[src/rtl/rr_grant_sequencer.sv]
// -----------------------------------------------------------------------------
// rr_grant_sequencer
//
// Purpose
//   Round-robin arbiter sharing one resource among four requesters. The
//   winning index is registered and expanded into a one-hot grant that can
//   drive board LEDs directly. An owner keeps the grant while it continues to
//   request, up to an optional hold limit. Every release is followed by one
//   idle cycle (break-before-make) before the next owner is granted.
//
// Parameters
//   MAX_HOLD   maximum consecutive grant cycles per owner; 0 = unlimited
//
// Ports
//   clk        in   1  system clock, rising edge
//   rst_n      in   1  synchronous reset, active-low
//   req        in   4  level request per requester, held until served
//   gnt        out  4  one-hot grant, 4'b0000 when no owner
//   gnt_idx    out  2  index of current owner (holds last value when idle)
//   gnt_valid  out  1  high while a requester owns the resource
//   timeout    out  1  one-cycle pulse when a grant is revoked by MAX_HOLD
// -----------------------------------------------------------------------------
module rr_grant_sequencer #(
    parameter int unsigned MAX_HOLD = 16
) (
    input  logic       clk,
    input  logic       rst_n,
    input  logic [3:0] req,
    output logic [3:0] gnt,
    output logic [1:0] gnt_idx,
    output logic       gnt_valid,
    output logic       timeout
);

    // Hold counter sizing. MAX_HOLD=0 would give a zero-width counter, so the
    // width is clamped to one bit in that case.
    localparam int unsigned CNT_W_RAW = $clog2(MAX_HOLD + 1);
    localparam int unsigned CNT_W     = (CNT_W_RAW < 1) ? 1 : CNT_W_RAW;

    localparam bit               HOLD_LIMITED = (MAX_HOLD != 0);
    localparam logic [CNT_W-1:0] HOLD_LAST    = HOLD_LIMITED ? CNT_W'(MAX_HOLD - 1) : '0;
    localparam logic [CNT_W-1:0] CNT_SAT      = '1;

    typedef enum logic [1:0] {
        ST_IDLE  = 2'd0,
        ST_GRANT = 2'd1,
        ST_GAP   = 2'd2
    } state_e;

    // -------------------------------------------------------------------------
    // State and registered outputs
    // -------------------------------------------------------------------------
    state_e           state_q,     state_d;
    logic [1:0]       ptr_q,       ptr_d;
    logic [CNT_W-1:0] hold_cnt_q,  hold_cnt_d;
    logic [3:0]       gnt_q,       gnt_d;
    logic [1:0]       gnt_idx_q,   gnt_idx_d;
    logic             gnt_valid_q, gnt_valid_d;
    logic             timeout_q,   timeout_d;

    // -------------------------------------------------------------------------
    // Helpers
    // -------------------------------------------------------------------------
    function automatic logic [3:0] decode_onehot(input logic [1:0] idx);
        decode_onehot = 4'b0001 << idx;
    endfunction

    // -------------------------------------------------------------------------
    // Rotating priority scan: start at ptr_q, ascend, wrap 3 -> 0.
    // The loop runs from the farthest offset down to offset 0 so that the
    // candidate closest to the pointer is the last one written and wins.
    // -------------------------------------------------------------------------
    logic       win_found;
    logic [1:0] win_idx;
    logic [1:0] cand;

    always_comb begin
        // NOTE: every variable written here gets a default first; a path that
        // skips an assignment would otherwise infer a latch.
        win_found = 1'b0;
        win_idx   = ptr_q;
        cand      = ptr_q;
        for (int off = 3; off >= 0; off--) begin
            cand = ptr_q + off[1:0];
            if (req[cand]) begin
                win_found = 1'b1;
                win_idx   = cand;
            end
        end
    end

    // Forced release fires on the owner's MAX_HOLD-th grant cycle.
    logic limit_hit;
    assign limit_hit = HOLD_LIMITED && (hold_cnt_q == HOLD_LAST);

    // -------------------------------------------------------------------------
    // Next-state and next-output logic
    // -------------------------------------------------------------------------
    always_comb begin
        state_d     = state_q;
        ptr_d       = ptr_q;
        hold_cnt_d  = hold_cnt_q;
        gnt_d       = gnt_q;
        gnt_idx_d   = gnt_idx_q;
        gnt_valid_d = gnt_valid_q;
        timeout_d   = 1'b0;

        unique case (state_q)
            ST_IDLE, ST_GAP: begin
                if (win_found) begin
                    state_d     = ST_GRANT;
                    gnt_idx_d   = win_idx;
                    gnt_d       = decode_onehot(win_idx);
                    gnt_valid_d = 1'b1;
                    hold_cnt_d  = '0;
                end else begin
                    state_d     = ST_IDLE;
                    gnt_d       = 4'b0000;
                    gnt_valid_d = 1'b0;
                end
            end

            ST_GRANT: begin
                // A dropped request takes precedence over the hold limit, so
                // a tie is a normal release without a timeout pulse.
                if (!req[gnt_idx_q] || limit_hit) begin
                    state_d     = ST_GAP;
                    gnt_d       = 4'b0000;
                    gnt_valid_d = 1'b0;
                    ptr_d       = gnt_idx_q + 2'd1;
                    timeout_d   = req[gnt_idx_q];
                end else if (hold_cnt_q != CNT_SAT) begin
                    hold_cnt_d = hold_cnt_q + CNT_W'(1);
                end
            end

            default: begin
                state_d     = ST_IDLE;
                gnt_d       = 4'b0000;
                gnt_valid_d = 1'b0;
            end
        endcase
    end

    // -------------------------------------------------------------------------
    // Registers
    // -------------------------------------------------------------------------
    always_ff @(posedge clk) begin
        // NOTE: reset is synchronous and ignores req entirely, so an unknown
        // request pattern while rst_n is low cannot leak into the state.
        if (!rst_n) begin
            state_q     <= ST_IDLE;
            ptr_q       <= 2'd0;
            hold_cnt_q  <= '0;
            gnt_q       <= 4'b0000;
            gnt_idx_q   <= 2'd0;
            gnt_valid_q <= 1'b0;
            timeout_q   <= 1'b0;
        end else begin
            // NOTE: non-blocking assignments keep every register updating from
            // the same pre-edge values, independent of statement order.
            state_q     <= state_d;
            ptr_q       <= ptr_d;
            hold_cnt_q  <= hold_cnt_d;
            gnt_q       <= gnt_d;
            gnt_idx_q   <= gnt_idx_d;
            gnt_valid_q <= gnt_valid_d;
            timeout_q   <= timeout_d;
        end
    end

    assign gnt       = gnt_q;
    assign gnt_idx   = gnt_idx_q;
    assign gnt_valid = gnt_valid_q;
    assign timeout   = timeout_q;

endmodule
[config.mk]
export PLATFORM = sky130hd
export DESIGN_NAME = rr_grant_sequencer
export DESIGN_NICKNAME = d
export VERILOG_FILES = /design/src/rtl/rr_grant_sequencer.sv
export SDC_FILE = /design/constraint.sdc
export NUM_CORES = 1
export LEC_CHECK = 0
export ABC_CLOCK_PERIOD_IN_PS = 2000
export BUFFER_PORTS_ARGS = -buffer_cell sky130_fd_sc_hd__buf_4
export CAP_MARGIN = 20
export CELL_PAD_IN_SITES_DETAIL_PLACEMENT = 0
export CELL_PAD_IN_SITES_GLOBAL_PLACEMENT = 1
export CORE_ASPECT_RATIO = 1.4
export CORE_MARGIN = 2
export CORE_UTILIZATION = 40
export CTS_CLUSTER_SIZE = 16
export DETAILED_ROUTE_END_ITERATION = 10
export PLACE_DENSITY = 0.82
export SYNTH_ARGS = -nofsm -noshare
export SYNTH_HDL_FRONTEND = slang
export SYNTH_SLANG_ARGS = --single-unit
[constraint.sdc]
create_clock -name clk -period 2 [get_ports clk]
set_input_delay 0.2 -clock clk [delete_from_list [all_inputs] [get_ports clk]]
set_output_delay 0.2 -clock clk [all_outputs]
set_load 0.02 [all_outputs]
==> summary.txt <==
===================================================================================
Ordered cell list for the critical path                                ha_1 -> and3_1 -> ha_1 -> nor4b_4 -> buf_4 -> mux2i_1 -> and2_1
Worst Hold Depth                                                                  2
Total iterations of the first detailed-routing run                                4
Detailed Route Iter0 Violations                                                  11
Total Nets Final                                                                121
Row cnt                                                                          19
Overall fraction of global-route tracks in use                               13.79%
Most used cell, CP                                                     sky130_fd_sc_hd__ha_1
Post-detailed-route wirelength per cell                                    12.11 um
Detailed Route WL                                                           1599 um
Worst-Skew Late Latency                                                      290 ps
Flip-flop and latch count after synthesis                                        17
Area growth, synth to finish                                                 19.94%
Max FO, Critical Path                                                             4
Total CTS buffers                                                                 3
Min Tclk post-route                                                         1848 ps
Placed Area                                                               958.4 um2
Area of all placed cells without fillers                                   1001 um2
Count of placed standard cells in the final layout, fillers left out            132
Combinational share of power                                                  21.4%
Total number of H-tree levels                                                     1
Filler instances                                                                199
Pins Over Slew Limit                                                              0
Clock Power Share                                                             25.4%
Leakage Power                                                             0.4380 nW
Net Sw Power                                                            0.0002010 W
Design internal power                                                   0.0005057 W
Cell variety after synth                                                         31
Hold WC Path Type                                                         in -> reg
Die width                                                                  42.61 um
Global-route wire length before repair                                      2559 um
Number of remaining DRC errors                                                    0
Post-Synthesis Cells                                                             93
Root Driver                                                            sky130_fd_sc_hd__clkbuf_4
Maximum vdd drop                                                           429.1 uV
Vias per cell                                                                 5.212
Share of the clock period used by the worst path after layout                92.42%
Placed cell count                                                               126
Number of post-CTS setup repair buffers                                           0
Setup-failing EPs final                                                           0
Number of global-route vias before repair                                       625
CP startpoint kind                                                             flop
Number of hold-slack violations in the final timing report                        0
Area of the multi-input gates                                             471.7 um2
Routability congestion estimate                                              0.8041
Clock slew at reported path FFs                                              100 ps
Post-route setup TNS                                                           0 ps
Maximum number of pins on one net before global-route repair                     19
Critical setup path kind                                                 reg -> reg
Core region area                                                           1973 um2
Post-cts hold buffer count                                                        0
DRT antenna net count                                                             0
Synthesis warning total                                                           0
Delay contributed by the slowest stage of the critical path                  350 ps
DP HPWL                                                                     1182 um
Number of antenna violations at the first check in global routing                 0
Worst Max-Slew Pin Slew                                                    535.2 ps
Unrepaired setup endpoints after global routing                               false
Crit end category                                                              flop
Power per unit of standard cell area                                   706.0 nW/um2
# clock sinks                                                                    17
Share of post-route cells with drive strength above 1                        21.62%
Count of cells resized by post-cts repair                                         0
DP Worst Slack                                                             97.21 ps
Number of cells traversed by the worst register-to-register path                  7
Input/output buffers                                                             13
Max transition margin                                                        64.32%
Post-synthesis instance area                                              834.6 um2
Sequential cell area in the final layout                                  340.3 um2
Setup clock skew after layout                                              5.726 ps
Slowest-stage cell, CP                                                 sky130_fd_sc_hd__dfxtp_1
Total overflow reported by the global router                                      0
Req. time, crit path                                                        2240 ps
Full die area                                                              2473 um2
Maximum clock frequency                                                  0.5410 GHz
Initial standard-cell utilization of the core                                42.30%
Ant diodes                                                                        0
Maximum root-to-sink buffer count                                                 2
Crit path setup slack, layout                                              151.5 ps
Sequential fraction of the synthesis area                                    40.78%
Synthesized area per cell                                                 8.974 um2
Arrival time of data at the critical path endpoint                          2090 ps
Clock tree from TritonCTS                                                     built
Switching share of total power                                               28.44%
Outcome                                                                   completed
Boundary pin count                                                               14
Worst hold slack across all endpoints                                      230.5 ps
Die Span Y                                                                 58.05 um
Via count                                                                       688
Sequential fraction of design power                                           53.2%
Number of maximum-capacitance violations                                          0
Synthesized Nets                                                                102
===================================================================================
-- final cells by class --
class,count,share of cell area [%]
clock inverters,1,0.5000
inverters,4,1.500
well taps,21,2.625
clock buffers,3,2.250
flip-flops and latches,17,34.00
repair buffers,16,12.00
multi-input cells,70,47.12
-- path summary, 6_finish.rpt --
check | from | end | slack, ps
setup / recovery | hold_cnt_q[0] | hold_cnt_q[0] | 150
setup reg to reg | hold_cnt_q[0] | hold_cnt_q[0] | 150
hold / removal | rst_n | state_q[0] | 230
hold reg to reg | gnt[2] | gnt[2] | 470
-- sequential cells by signal (all words and copies together) (netlist names) --
signal and flops:
timeout 1, hold_cnt_q 5, gnt_valid 1, ptr_q 2, gnt 4, gnt_idx 2, state_q 2
-- routing by layer --
metal  part of all wire, %  wire [um]  track usage (%)
met4                   1.9         31            8.036
met3                   3.4         54            1.869
met2                    51        819            23.52
met1                    43        694            16.34
met5                     0          0                0
-- metrics by stage --
step / util [%] / power (W)
after floorplan: - / 0.0004780
after global placement: 48.57 / 0.0005292
after detailed placement: 48.57 / 0.0005309
after CTS: 49.97 / 0.0007108
after global routing: 50.73 / 0.0007460
final: 50.73 / 0.0007066
-- worst max-delay path, delay by kind of cell (launching register included) --
kind | cells | cell delay (ps)
buffers and inverters | 1 | 180
adders and majority gates | 2 | 430
DFF | 1 | 350
muxes | 1 | 160
and+or+nand+nor | 3 | 680
-- placed cells by master (no fill, tap or decap), drive strengths merged --
| master | instances |
|---|---|
| a32oi | 1 |
| a21o | 2 |
| o21ai | 4 |
| xor2 | 3 |
| nand2b | 3 |
| nand2 | 14 |
| buf | 16 |
| clkinv | 1 |
| nand4 | 1 |
| a22oi | 1 |
| or3 | 1 |
| inv | 4 |
| ha | 3 |
| mux4 | 1 |
| a221oi | 1 |
| a21boi | 2 |
| nor4b | 1 |
| o21a | 1 |
| mux2i | 2 |
| nand3b | 1 |
| o31ai | 1 |
| o2111ai | 1 |
| nor2 | 4 |
| and2 | 5 |
| a21oi | 6 |
| and3 | 2 |
| o211a | 1 |
| dfxtp | 17 |
| nor2b | 5 |
| clkbuf | 3 |
| nand3 | 2 |
| and4 | 1 |
-- power groups by stage --
stage / logic (W) / clock network (W) / registers (W)
6_report: 0.000151 / 0.000179 / 0.000376
5_1_grt: 0.000166 / 0.000200 / 0.000380
4_1_cts: 0.000147 / 0.000187 / 0.000377
3_5_place_dp: 0.000146 / 0 / 0.000385
3_3_place_gp: 0.000145 / 0 / 0.000384
2_1_floorplan: 0.0000832 / 0 / 0.000395
-- synth_stat cells --
cell type                   count  area [um2]
sky130_fd_sc_hd__a21boi_0       2       15.01
sky130_fd_sc_hd__a21o_1         2       15.01
sky130_fd_sc_hd__a21oi_1        6       30.03
sky130_fd_sc_hd__a221oi_1       1       8.760
sky130_fd_sc_hd__a22oi_1        1       7.510
sky130_fd_sc_hd__a32oi_1        1       8.760
sky130_fd_sc_hd__and2_1         5       31.28
sky130_fd_sc_hd__and3_1         1       6.260
sky130_fd_sc_hd__and3_2         1       7.510
sky130_fd_sc_hd__and4_2         1       10.01
sky130_fd_sc_hd__clkbuf_1       2       7.510
sky130_fd_sc_hd__dfxtp_1       17       340.3
sky130_fd_sc_hd__ha_1           3       37.54
sky130_fd_sc_hd__inv_1          4       15.01
sky130_fd_sc_hd__mux2i_1        2       20.02
sky130_fd_sc_hd__mux4_2         1       22.52
sky130_fd_sc_hd__nand2_1       14       52.55
sky130_fd_sc_hd__nand2b_1       3       18.77
sky130_fd_sc_hd__nand3_1        2       10.01
sky130_fd_sc_hd__nand3b_1       1       7.510
sky130_fd_sc_hd__nand4_1        1       6.260
sky130_fd_sc_hd__nor2_1         4       15.01
sky130_fd_sc_hd__nor2b_1        5       31.28
sky130_fd_sc_hd__nor4b_4        1       23.77
sky130_fd_sc_hd__o2111ai_1      1       8.760
sky130_fd_sc_hd__o211a_1        1       10.01
sky130_fd_sc_hd__o21a_1         1       7.510
sky130_fd_sc_hd__o21ai_0        4       20.02
sky130_fd_sc_hd__o31ai_1        1       7.510
sky130_fd_sc_hd__or3_1          1       6.260
sky130_fd_sc_hd__xor2_1         3       26.28
-- kinds of logic (layout without fill, tap and decap cells) --
kind of cell    Yosys count  count (layout)  share of synthesized area (%)
compound gates           21              21                          16.64
xor+xnor                  3               3                          3.149
fa+ha+maj                 3               3                          4.498
buf+inv                   6              24                          2.698
flops                    17              17                          40.78
mux                       3               3                          5.097
simple gates             40              40                          27.14
No activity file was read; power rests on OpenSTA's default activity.
